### src/rtl/fifo_line_reader_pkg.sv
// Shared types for the line reader: FSM state encoding and the output-buffer entry.
package fifo_line_reader_pkg;

    // Pixel width carried by a buffer entry; the reader's DATA_WIDTH is expected to match.
    localparam int PIX_W = 8;

    typedef enum logic [1:0] {
        IDLE      = 2'd0,
        WAIT_FILL = 2'd1,
        LINE      = 2'd2,
        DRAIN     = 2'd3
    } state_t;

    // One pixel plus its framing tags, as stored in the output buffer.
    typedef struct packed {
        logic [PIX_W-1:0] data;
        logic             sof;
        logic             eol;
    } buf_entry_t;

endpackage

### src/rtl/fifo_out_buf2.sv
// Two-entry valid/ready output buffer. The head entry is held stable until popped.
module fifo_out_buf2
    import fifo_line_reader_pkg::*;
(
    input  logic       clk,
    input  logic       rst_n,
    input  logic       push,
    input  buf_entry_t push_entry,
    input  logic       pop,
    output buf_entry_t head,
    output logic       valid,
    output logic [1:0] occ
);

    buf_entry_t mem [2];
    logic       wr_ptr;
    logic       rd_ptr;
    logic [1:0] occ_q;

    // Storage, pointers and occupancy; push and pop may happen in the same cycle.
    always_ff @(posedge clk or negedge rst_n) begin
        if (!rst_n) begin
            mem[0] <= '0;
            mem[1] <= '0;
            wr_ptr <= 1'b0;
            rd_ptr <= 1'b0;
            occ_q  <= 2'd0;
        end else begin
            if (push) begin
                mem[wr_ptr] <= push_entry;
                wr_ptr      <= ~wr_ptr;
            end
            if (pop) begin
                rd_ptr <= ~rd_ptr;
            end
            case ({push, pop})
                2'b10:   occ_q <= occ_q + 2'd1;
                2'b01:   occ_q <= occ_q - 2'd1;
                default: occ_q <= occ_q;
            endcase
        end
    end

    assign head  = mem[rd_ptr];
    assign valid = (occ_q != 2'd0);
    assign occ   = occ_q;

endmodule

### src/rtl/fifo_line_reader.sv
// Read-side sequencer for the pixel async FIFO: drains whole lines, frames them with
// sof/eol, and flags FIFO underruns.
//
// Handshake: a beat transfers when m_valid && m_ready are both high on a rising rd_clk;
// while m_valid && !m_ready, m_data/m_sof/m_eol hold their values and m_valid stays high.
module fifo_line_reader
    import fifo_line_reader_pkg::*;
#(
    parameter int DATA_WIDTH    = PIX_W,
    parameter int H_WIDTH       = 12,
    parameter int V_WIDTH       = 12,
    parameter int STALL_TIMEOUT = 1023
) (
    input  logic                  rd_clk,
    input  logic                  rd_rst_n,
    input  logic                  cfg_enable,
    input  logic [H_WIDTH-1:0]    cfg_h_active,
    input  logic [V_WIDTH-1:0]    cfg_v_active,
    output logic                  fifo_rd_en,
    input  logic [DATA_WIDTH-1:0] fifo_rd_data,
    input  logic                  fifo_rd_empty,
    input  logic                  fifo_almost_empty,
    output logic [DATA_WIDTH-1:0] m_data,
    output logic                  m_valid,
    input  logic                  m_ready,
    output logic                  m_sof,
    output logic                  m_eol,
    output logic                  busy,
    output logic [V_WIDTH-1:0]    line_cnt,
    output logic                  frame_done,
    output logic                  underrun,
    output state_t                dbg_state
);

    localparam int STALL_W = $clog2(STALL_TIMEOUT + 1);

    state_t               state_q;
    logic [H_WIDTH-1:0]   h_lat;
    logic [V_WIDTH-1:0]   v_lat;
    logic [H_WIDTH-1:0]   px_left;
    logic [V_WIDTH-1:0]   line_q;
    logic [STALL_W-1:0]   stall_cnt;
    logic                 underrun_q;
    logic                 frame_done_q;

    logic                 inflight_q;
    logic                 inflight_sof_q;
    logic                 inflight_eol_q;

    buf_entry_t           push_entry;
    buf_entry_t           head;
    logic                 buf_valid;
    logic [1:0]           occ;

    logic                 pop;
    logic [2:0]           pending;
    logic                 rd_fire;
    logic                 rd_sof;
    logic                 rd_eol;
    logic                 last_line;
    logic                 cfg_ok;
    logic                 drain_done;

    assign pop       = buf_valid && m_ready;
    // Words resident plus the one in flight; a read is allowed only if that stays <= 2.
    assign pending   = {1'b0, occ} + {2'b00, inflight_q};
    assign rd_fire   = (state_q == LINE) && !fifo_rd_empty && (px_left != '0) &&
                       (pending < (3'd2 + {2'b00, pop}));
    assign rd_sof    = (line_q == '0) && (px_left == h_lat);
    assign rd_eol    = (px_left == H_WIDTH'(1));
    assign last_line = (line_q == (v_lat - V_WIDTH'(1)));
    assign cfg_ok    = cfg_enable && (cfg_h_active != '0) && (cfg_v_active != '0);
    // The frame is finished once nothing is in flight and the buffer empties this cycle,
    // so frame_done lands in the cycle right after the final accepted beat.
    assign drain_done = !inflight_q && ((occ == 2'd0) || ((occ == 2'd1) && pop));

    // Track the read issued last cycle so its returning word is pushed with its tags.
    always_ff @(posedge rd_clk or negedge rd_rst_n) begin
        if (!rd_rst_n) begin
            inflight_q     <= 1'b0;
            inflight_sof_q <= 1'b0;
            inflight_eol_q <= 1'b0;
        end else begin
            inflight_q     <= rd_fire;
            inflight_sof_q <= rd_fire && rd_sof;
            inflight_eol_q <= rd_fire && rd_eol;
        end
    end

    // Frame/line sequencer with pixel, line and stall counters.
    always_ff @(posedge rd_clk or negedge rd_rst_n) begin
        if (!rd_rst_n) begin
            state_q      <= IDLE;
            h_lat        <= '0;
            v_lat        <= '0;
            px_left      <= '0;
            line_q       <= '0;
            stall_cnt    <= '0;
            underrun_q   <= 1'b0;
            frame_done_q <= 1'b0;
        end else begin
            frame_done_q <= 1'b0;
            case (state_q)
                IDLE: begin
                    stall_cnt <= '0;
                    if (cfg_ok) begin
                        h_lat      <= cfg_h_active;
                        v_lat      <= cfg_v_active;
                        line_q     <= '0;
                        underrun_q <= 1'b0;
                        state_q    <= WAIT_FILL;
                    end
                end
                WAIT_FILL: begin
                    stall_cnt <= '0;
                    if (!fifo_almost_empty) begin
                        px_left <= h_lat;
                        state_q <= LINE;
                    end
                end
                LINE: begin
                    if ((px_left != '0) && fifo_rd_empty) begin
                        if (stall_cnt == STALL_W'(STALL_TIMEOUT - 1)) begin
                            underrun_q <= 1'b1;
                        end else begin
                            stall_cnt <= stall_cnt + STALL_W'(1);
                        end
                    end else begin
                        stall_cnt <= '0;
                    end
                    if (rd_fire) begin
                        px_left <= px_left - H_WIDTH'(1);
                        if (rd_eol) begin
                            if (last_line) begin
                                state_q <= DRAIN;
                            end else begin
                                line_q  <= line_q + V_WIDTH'(1);
                                state_q <= WAIT_FILL;
                            end
                        end
                    end
                end
                DRAIN: begin
                    stall_cnt <= '0;
                    if (drain_done) begin
                        frame_done_q <= 1'b1;
                        if (cfg_ok) begin
                            h_lat      <= cfg_h_active;
                            v_lat      <= cfg_v_active;
                            line_q     <= '0;
                            underrun_q <= 1'b0;
                            state_q    <= WAIT_FILL;
                        end else begin
                            state_q <= IDLE;
                        end
                    end
                end
                default: state_q <= IDLE;
            endcase
        end
    end

    assign push_entry.data = PIX_W'(fifo_rd_data);
    assign push_entry.sof  = inflight_sof_q;
    assign push_entry.eol  = inflight_eol_q;

    fifo_out_buf2 u_out_buf (
        .clk        (rd_clk),
        .rst_n      (rd_rst_n),
        .push       (inflight_q),
        .push_entry (push_entry),
        .pop        (pop),
        .head       (head),
        .valid      (buf_valid),
        .occ        (occ)
    );

    assign fifo_rd_en = rd_fire;
    assign m_data     = DATA_WIDTH'(head.data);
    assign m_sof      = head.sof;
    assign m_eol      = head.eol;
    assign m_valid    = buf_valid;
    assign busy       = (state_q != IDLE);
    assign line_cnt   = line_q;
    assign frame_done = frame_done_q;
    assign underrun   = underrun_q;
    assign dbg_state  = state_q;

endmodule

### config.mk
export PLATFORM = sky130hd
export DESIGN_NAME = fifo_line_reader
export DESIGN_NICKNAME = d
export VERILOG_FILES = /design/src/rtl/fifo_line_reader_pkg.sv /design/src/rtl/fifo_out_buf2.sv /design/src/rtl/fifo_line_reader.sv
export SDC_FILE = /design/constraint.sdc
export NUM_CORES = 1
export LEC_CHECK = 0
export ABC_AREA = 1
export CAP_MARGIN = 20
export CORE_ASPECT_RATIO = 0.6
export CORE_UTILIZATION = 46
export DETAILED_ROUTE_END_ITERATION = 10
export PLACE_DENSITY = 0.66
export SLEW_MARGIN = 20
export SYNTH_ARGS = -nofsm -noshare
export SYNTH_HDL_FRONTEND = slang
export SYNTH_HIERARCHICAL = 1
export SYNTH_SLANG_ARGS = --single-unit
### constraint.sdc
create_clock -name rd_clk -period 2.9 [get_ports rd_clk]
set_clock_uncertainty 0.15 [all_clocks]
set_input_delay 0.725 -clock rd_clk [delete_from_list [all_inputs] [get_ports rd_clk]]
set_output_delay 0.725 -clock rd_clk [all_outputs]
set_load 0.03 [all_outputs]
== After elaboration in Yosys (flattened, before gate mapping) ==
Cells that the tools add are included.
Operators by class
  add/sub/neg operators: 8
  magnitude comparators: 4
  equality and inequality tests: 19
  multiplexer cells: 40
  bitwise logic cells: 4
  reductions and logical operators: 34
Operators with widths (number)
  2-to-1 mux 12 bit: 11
  one-hot mux 12 bit (2 select lines): 3
  2-to-1 mux 10 bit: 6
  one-hot mux 12 bit (3 select lines): 1
  nonzero test 12 bit: 3
  equality test 12 bit: 2
  subtractor 12 x 1 -> 12 bit (second input constant): 2
  bitwise mux 20 bit: 1
  one-hot mux 10 bit (2 select lines): 1
  logical AND 1 bit: 13
  adder 12 x 1 -> 12 bit (second input constant): 1
  equality test 12 x 1 -> 1 bit (second input constant): 1
  zero test 12 bit: 1
  2-to-1 mux 2 bit: 6
  != test 2 bit (second input constant): 6
  adder 10 x 1 -> 10 bit (second input constant): 1
  demux 10 bit (select 1 bit): 1
  equality test 10 bit (second input constant): 1
  AND reduction 5 bit: 2
  nonzero test 2 bit: 5
  one-hot mux 2 bit (4 select lines): 1
  2-to-1 mux 1 bit: 7
  equality test 2 x 1 -> 1 bit (second input constant): 3
  equality test 2 bit (second input constant): 3
  21 further kinds: 27
Storage, ports and cells
  bits in registers: 89
  bits of input ports: 38
  output and inout bits: 29
  word-level logic and storage cells: 129

== Logic depth before layout (Yosys ltp) ==
  depth in word-level cells: 7
  depth in mapped cells: 16
  mapped depth without buffers: 15

== Hierarchy ==
The synthesis kept the hierarchy.
By module, submodules not included
  fifo_line_reader: times used 1, cells each 596, area an instance 4187.8 µm², seq. area each 1626.6 µm²
  fifo_out_buf2: times used 1, cells each 129, area an instance 1113.6 µm², seq. area each 600.6 µm²

== Worst setup path after synthesis ==
No wires, ideal clock.
  kind: reg2out
  start: register inflight_q
  end: output port fifo_rd_en
  arrival: 1.491 ns
  required time: 2.025 ns
  slack: 0.534 ns
  cell stages (with the launch flop): 9
  cell sequence: dfrtp_1 -> ha_1 -> ha_1 -> or2_2 -> nor2_1 -> nand2_1 -> clkinv_1 -> nand2_4 -> inv_1
On the way
  cells in the longest elaborated chain, start to end: 3
Ends and longest elaborated chain
  start: declaration: RTL line fifo_line_reader.sv:46  | logic inflight_q;
  start signal: assignment: RTL line fifo_line_reader.sv:84  | inflight_q <= rd_fire;
  adder 2 x 1 -> 3 bit: RTL line fifo_line_reader.sv:66  | assign pending = {1'b0, occ} + {2'b00, inflight_q};
  less-than comparator 3 bit: RTL line fifo_line_reader.sv:68  | (pending < (3'd2 + {2'b00, pop}));
  logical AND 1 bit: RTL line fifo_line_reader.sv:67  | assign rd_fire = (state_q == LINE) && !fifo_rd_empty && (px_left != '0) &&
  end: declaration: RTL line fifo_line_reader.sv:19  | output logic fifo_rd_en,
Every way passes these cells.

== Final worst setup path ==
  start: input port fifo_rd_empty
  end: output port fifo_rd_en
On the way
  cells in the longest elaborated chain, start to end: 4
Ends and longest elaborated chain
  start: declaration: RTL line fifo_line_reader.sv:21  | input logic fifo_rd_empty,
  zero test 1 bit: RTL line fifo_line_reader.sv:67
  logical AND 1 bit (3 in series): RTL line fifo_line_reader.sv:67
Every way passes these cells.

==> results.md <==
* Lkg Pwr at 3.08 nW
* Antenna-violating nets left at 0
* Worst r2r dst: stall_cnt[2]
* F_max at 355 MHz
* Clk_lat worst skew at 0.34 ns
* Synth Area in Adders at 2.36%
* PortBufs at 66
* Detailed Place HPWL at 9690 um
* Initial antenna violation count at 0
* Placer Congestion at 0.852
* Slew HR at 59.9%
* Hold Fails Final Rpt at 0
* Reg2reg path depth at 11
* XOR/XNOR Fraction of Synth Area at 3.80%
* Synth top area share at 42.0%
* Slowest library cell on the worst path: clkdlybuf4s50_1
* Post-synth EDFFs at 0
* Die Ht at 85.2 um
* Mux cell area share after synthesis at 0%
* Drt initial violations at 319
* Arr. time, crit path at 1.94 ns
* Reg2reg setup slack at 0.43 ns
* Pwr Density at 957 nW/um2
* Final Cell Area at 6390 um2
* Area leader, netlist: dfrtp_1
* Yosys warns at 6
* Critical path class: primary input to output port
* Vias at 4,887
* Post-Route WL at 13,000 um
* Share of cells above drive strength 1 at 8.71%
* # Max-Cap Violations at 0
* CP endpoint kind: output port
* Reg2Reg Launch Point: px_left[0]
* Die ar. at 12,000 um2
* Starting Density at 48.7%
* # setup viols final at 0
* Period utilization at 97.1%
* WL per Instance at 14.0 um
* Vias in the first global route at 4,596
* Async S/R FF share, synth at 100%
* Fin crit period at 2.82 ns
* Die Wd at 141 um
* Clock Sinks at 89
* Total iterations of the first detailed-routing run at 5
* Startpoint type of the worst setup path: primary input
* Worst hold path type: primary input to async pin
* Simple-gate share of the synthesized area at 27.8%
* Placed Area at 6100 um2
* CTS Buffer Depth at 2
* Tot GR Track Use at 23.5%
* Largest delay share family, worst path: buffers and inverters
* Grt ovf at 0
* Most frequent cells in the layout: nand2_1 (169), inv_1 (106), dfrtp_1 (88)
* I/O pins at 67
* Row Count at 29
* Setup TNS at 0 ns
* Peak supply drop at 0.000462 V
* Setup bufs post-CTS at 0
* CP Max Fanout at 2
* Core box area at 10,900 um2
* Vias/cell at 5.25
* Cells along the critical path: clkdlybuf4s50_1 > or2_2 > nor2_1 > nand2_1 > clkinv_1 > nand2_4 > inv_1 > buf_4
* Post-Syn Area at 5300 um2
* Area Growth Syn to Fin at 20.6%
* Synth Net Count at 773
* Register area share after synthesis at 42.0%
* TritonCTS clock tree: done
* RSZ-0062 raised after global routing: false
* Slew @ Worst Pin at 0.600 ns
* Main combinational cell family by area after synthesis: simple AND/OR/NAND/NOR gates
* Avg Synthesized Cell Area at 7.31 um2
* Largest net degree at the start of global routing at 60
* Most common cell after layout, fill and taps aside: nand2_1
* WP buf/inv at 4
* Clock Root Buffer: clkbuf_16
* Mapped Cells at 725
* H-Tree Depth at 3
* Synth Register Bits at 89
* CTS clk-pin slew, worst paths at 0.06 ns
* Top_reg_cell synth: dfrtp_1
* Worst endpoint required time at 2.03 ns
* ANT cells at 0
* Final #Nets at 835
* First-pass GRT wire length at 22,200 um
* CTS Buf Count at 9
* Area contributors post-synth: dfrtp_1 (42%), nand2_1 (12%), inv_1 (7.5%)
* DRC violations left at 0
* Synth Area in Compound Gates at 13.7%
* CTS Hold Bufs at 0
* Max Slew Vio Count at 0
* Status: complete, no violations
* Max incr delay on CP at 0.42 ns
* Distinct cell type count after synthesis at 42
[sequential cells by signal (all words and copies together) (netlist names), 2 cells and up]
| name | count |
|---|---|
| u_out_buf/mem | 20 |
| h_lat | 12 |
| line_cnt | 12 |
| px_left | 12 |
| v_lat | 12 |
| stall_cnt | 10 |
| dbg_state | 2 |
| u_out_buf/occ | 2 |
[synth_stat cells (2+ instances only)]
master      n
nand4_1     9
nor3_1     14
inv_2       6
xnor2_1     9
inv_1     106
nand3_1    39
clkbuf_1   10
nor2_1     86
a211oi_1    5
xor2_1     14
nand2_1   169
o211ai_1    3
o21ai_1     5
buf_6       3
o21ai_2    11
a22oi_1     2
nand2_2    12
nand2_4     2
o221ai_1    2
dfrtp_1    89
a21oi_1    25
buf_2       9
o22ai_1     5
nor2_2      4
ha_1       10
o21ai_0    58
a31oi_1     3
[final cells by class]
type | instances | area, um2
Inverter | 113 | 424
Clock inverter | 7 | 70.1
Tap cell | 139 | 174
Timing Repair Buffer | 74 | 741
Sequential cell | 89 | 2230
Fill cell | 1002 | 4490
Clock buffer | 9 | 225
Multi-Input combinational cell | 500 | 2530
[per-stage QoR]
step / std cells / total power, W / hold WS, ns / utilization (%) / setup slack [ns]
CTS: 931 / 0.00613 / 0.167 / 58.7 / 0.0255
floorplan: 725 / 0.00406 / 0.279 / - / 0.534
global route: 931 / 0.00661 / 0.192 / 58.7 / 0.00118
finish: 931 / 0.00612 / 0.160 / 58.7 / 0.0842
detailed placement: 915 / 0.00494 / 0.322 / 56.0 / 0.0713
global placement: 915 / 0.00484 / 0.315 / 56.0 / 0.118
[repair_timing]
action,CTS,global route
endpoints found under the setup margin,0,11
endpoints found under the hold margin,0,0
gates resized for setup,0,2
[logic make-up after synthesis]
family,count (synthesis)
adder cells (fa/ha/maj),10
AND/OR/NAND/NOR,343
XOR/XNOR,23
buffers and inverters,136
AO/OA/AOI/OAI,124
flip-flops,89
[report_power, final]
| group | switching [W] | total (W) | internal (W) | leakage [nW] |
|---|---|---|---|---|
| sequential | 0.000444 | 0.00211 | 0.00167 | 1.12 |
| clock | 0.000501 | 0.00117 | 0.000668 | 0.146 |
| combinational | 0.00178 | 0.00284 | 0.00106 | 1.82 |
[layer usage]
metal / vias up / wire, um / GRT usage, %
met4: 0 / 137 / 5.63
li1: 2419 / - / -
met5: - / 0 / 0
met2: 167 / 5710 / 36.2
met3: 16 / 805 / 4.18
met1: 2285 / 6400 / 34.6
[worst max path at each step]
stage	start	end	slack [ns]	cells past startpoint
2_1_floorplan	inflight_q	fifo_rd_en	0.53	8
3_3_place_gp	fifo_rd_empty	fifo_rd_en	0.12	8
3_5_place_dp	fifo_rd_empty	line_cnt[1]	0.07	13
4_1_cts	u_out_buf/rd_ptr	m_data[3]	0.03	3
5_1_grt	px_left[0]	fifo_rd_en	0.001	8
6_report	fifo_rd_empty	fifo_rd_en	0.08	8
Power figures use the tool's default switching activity.
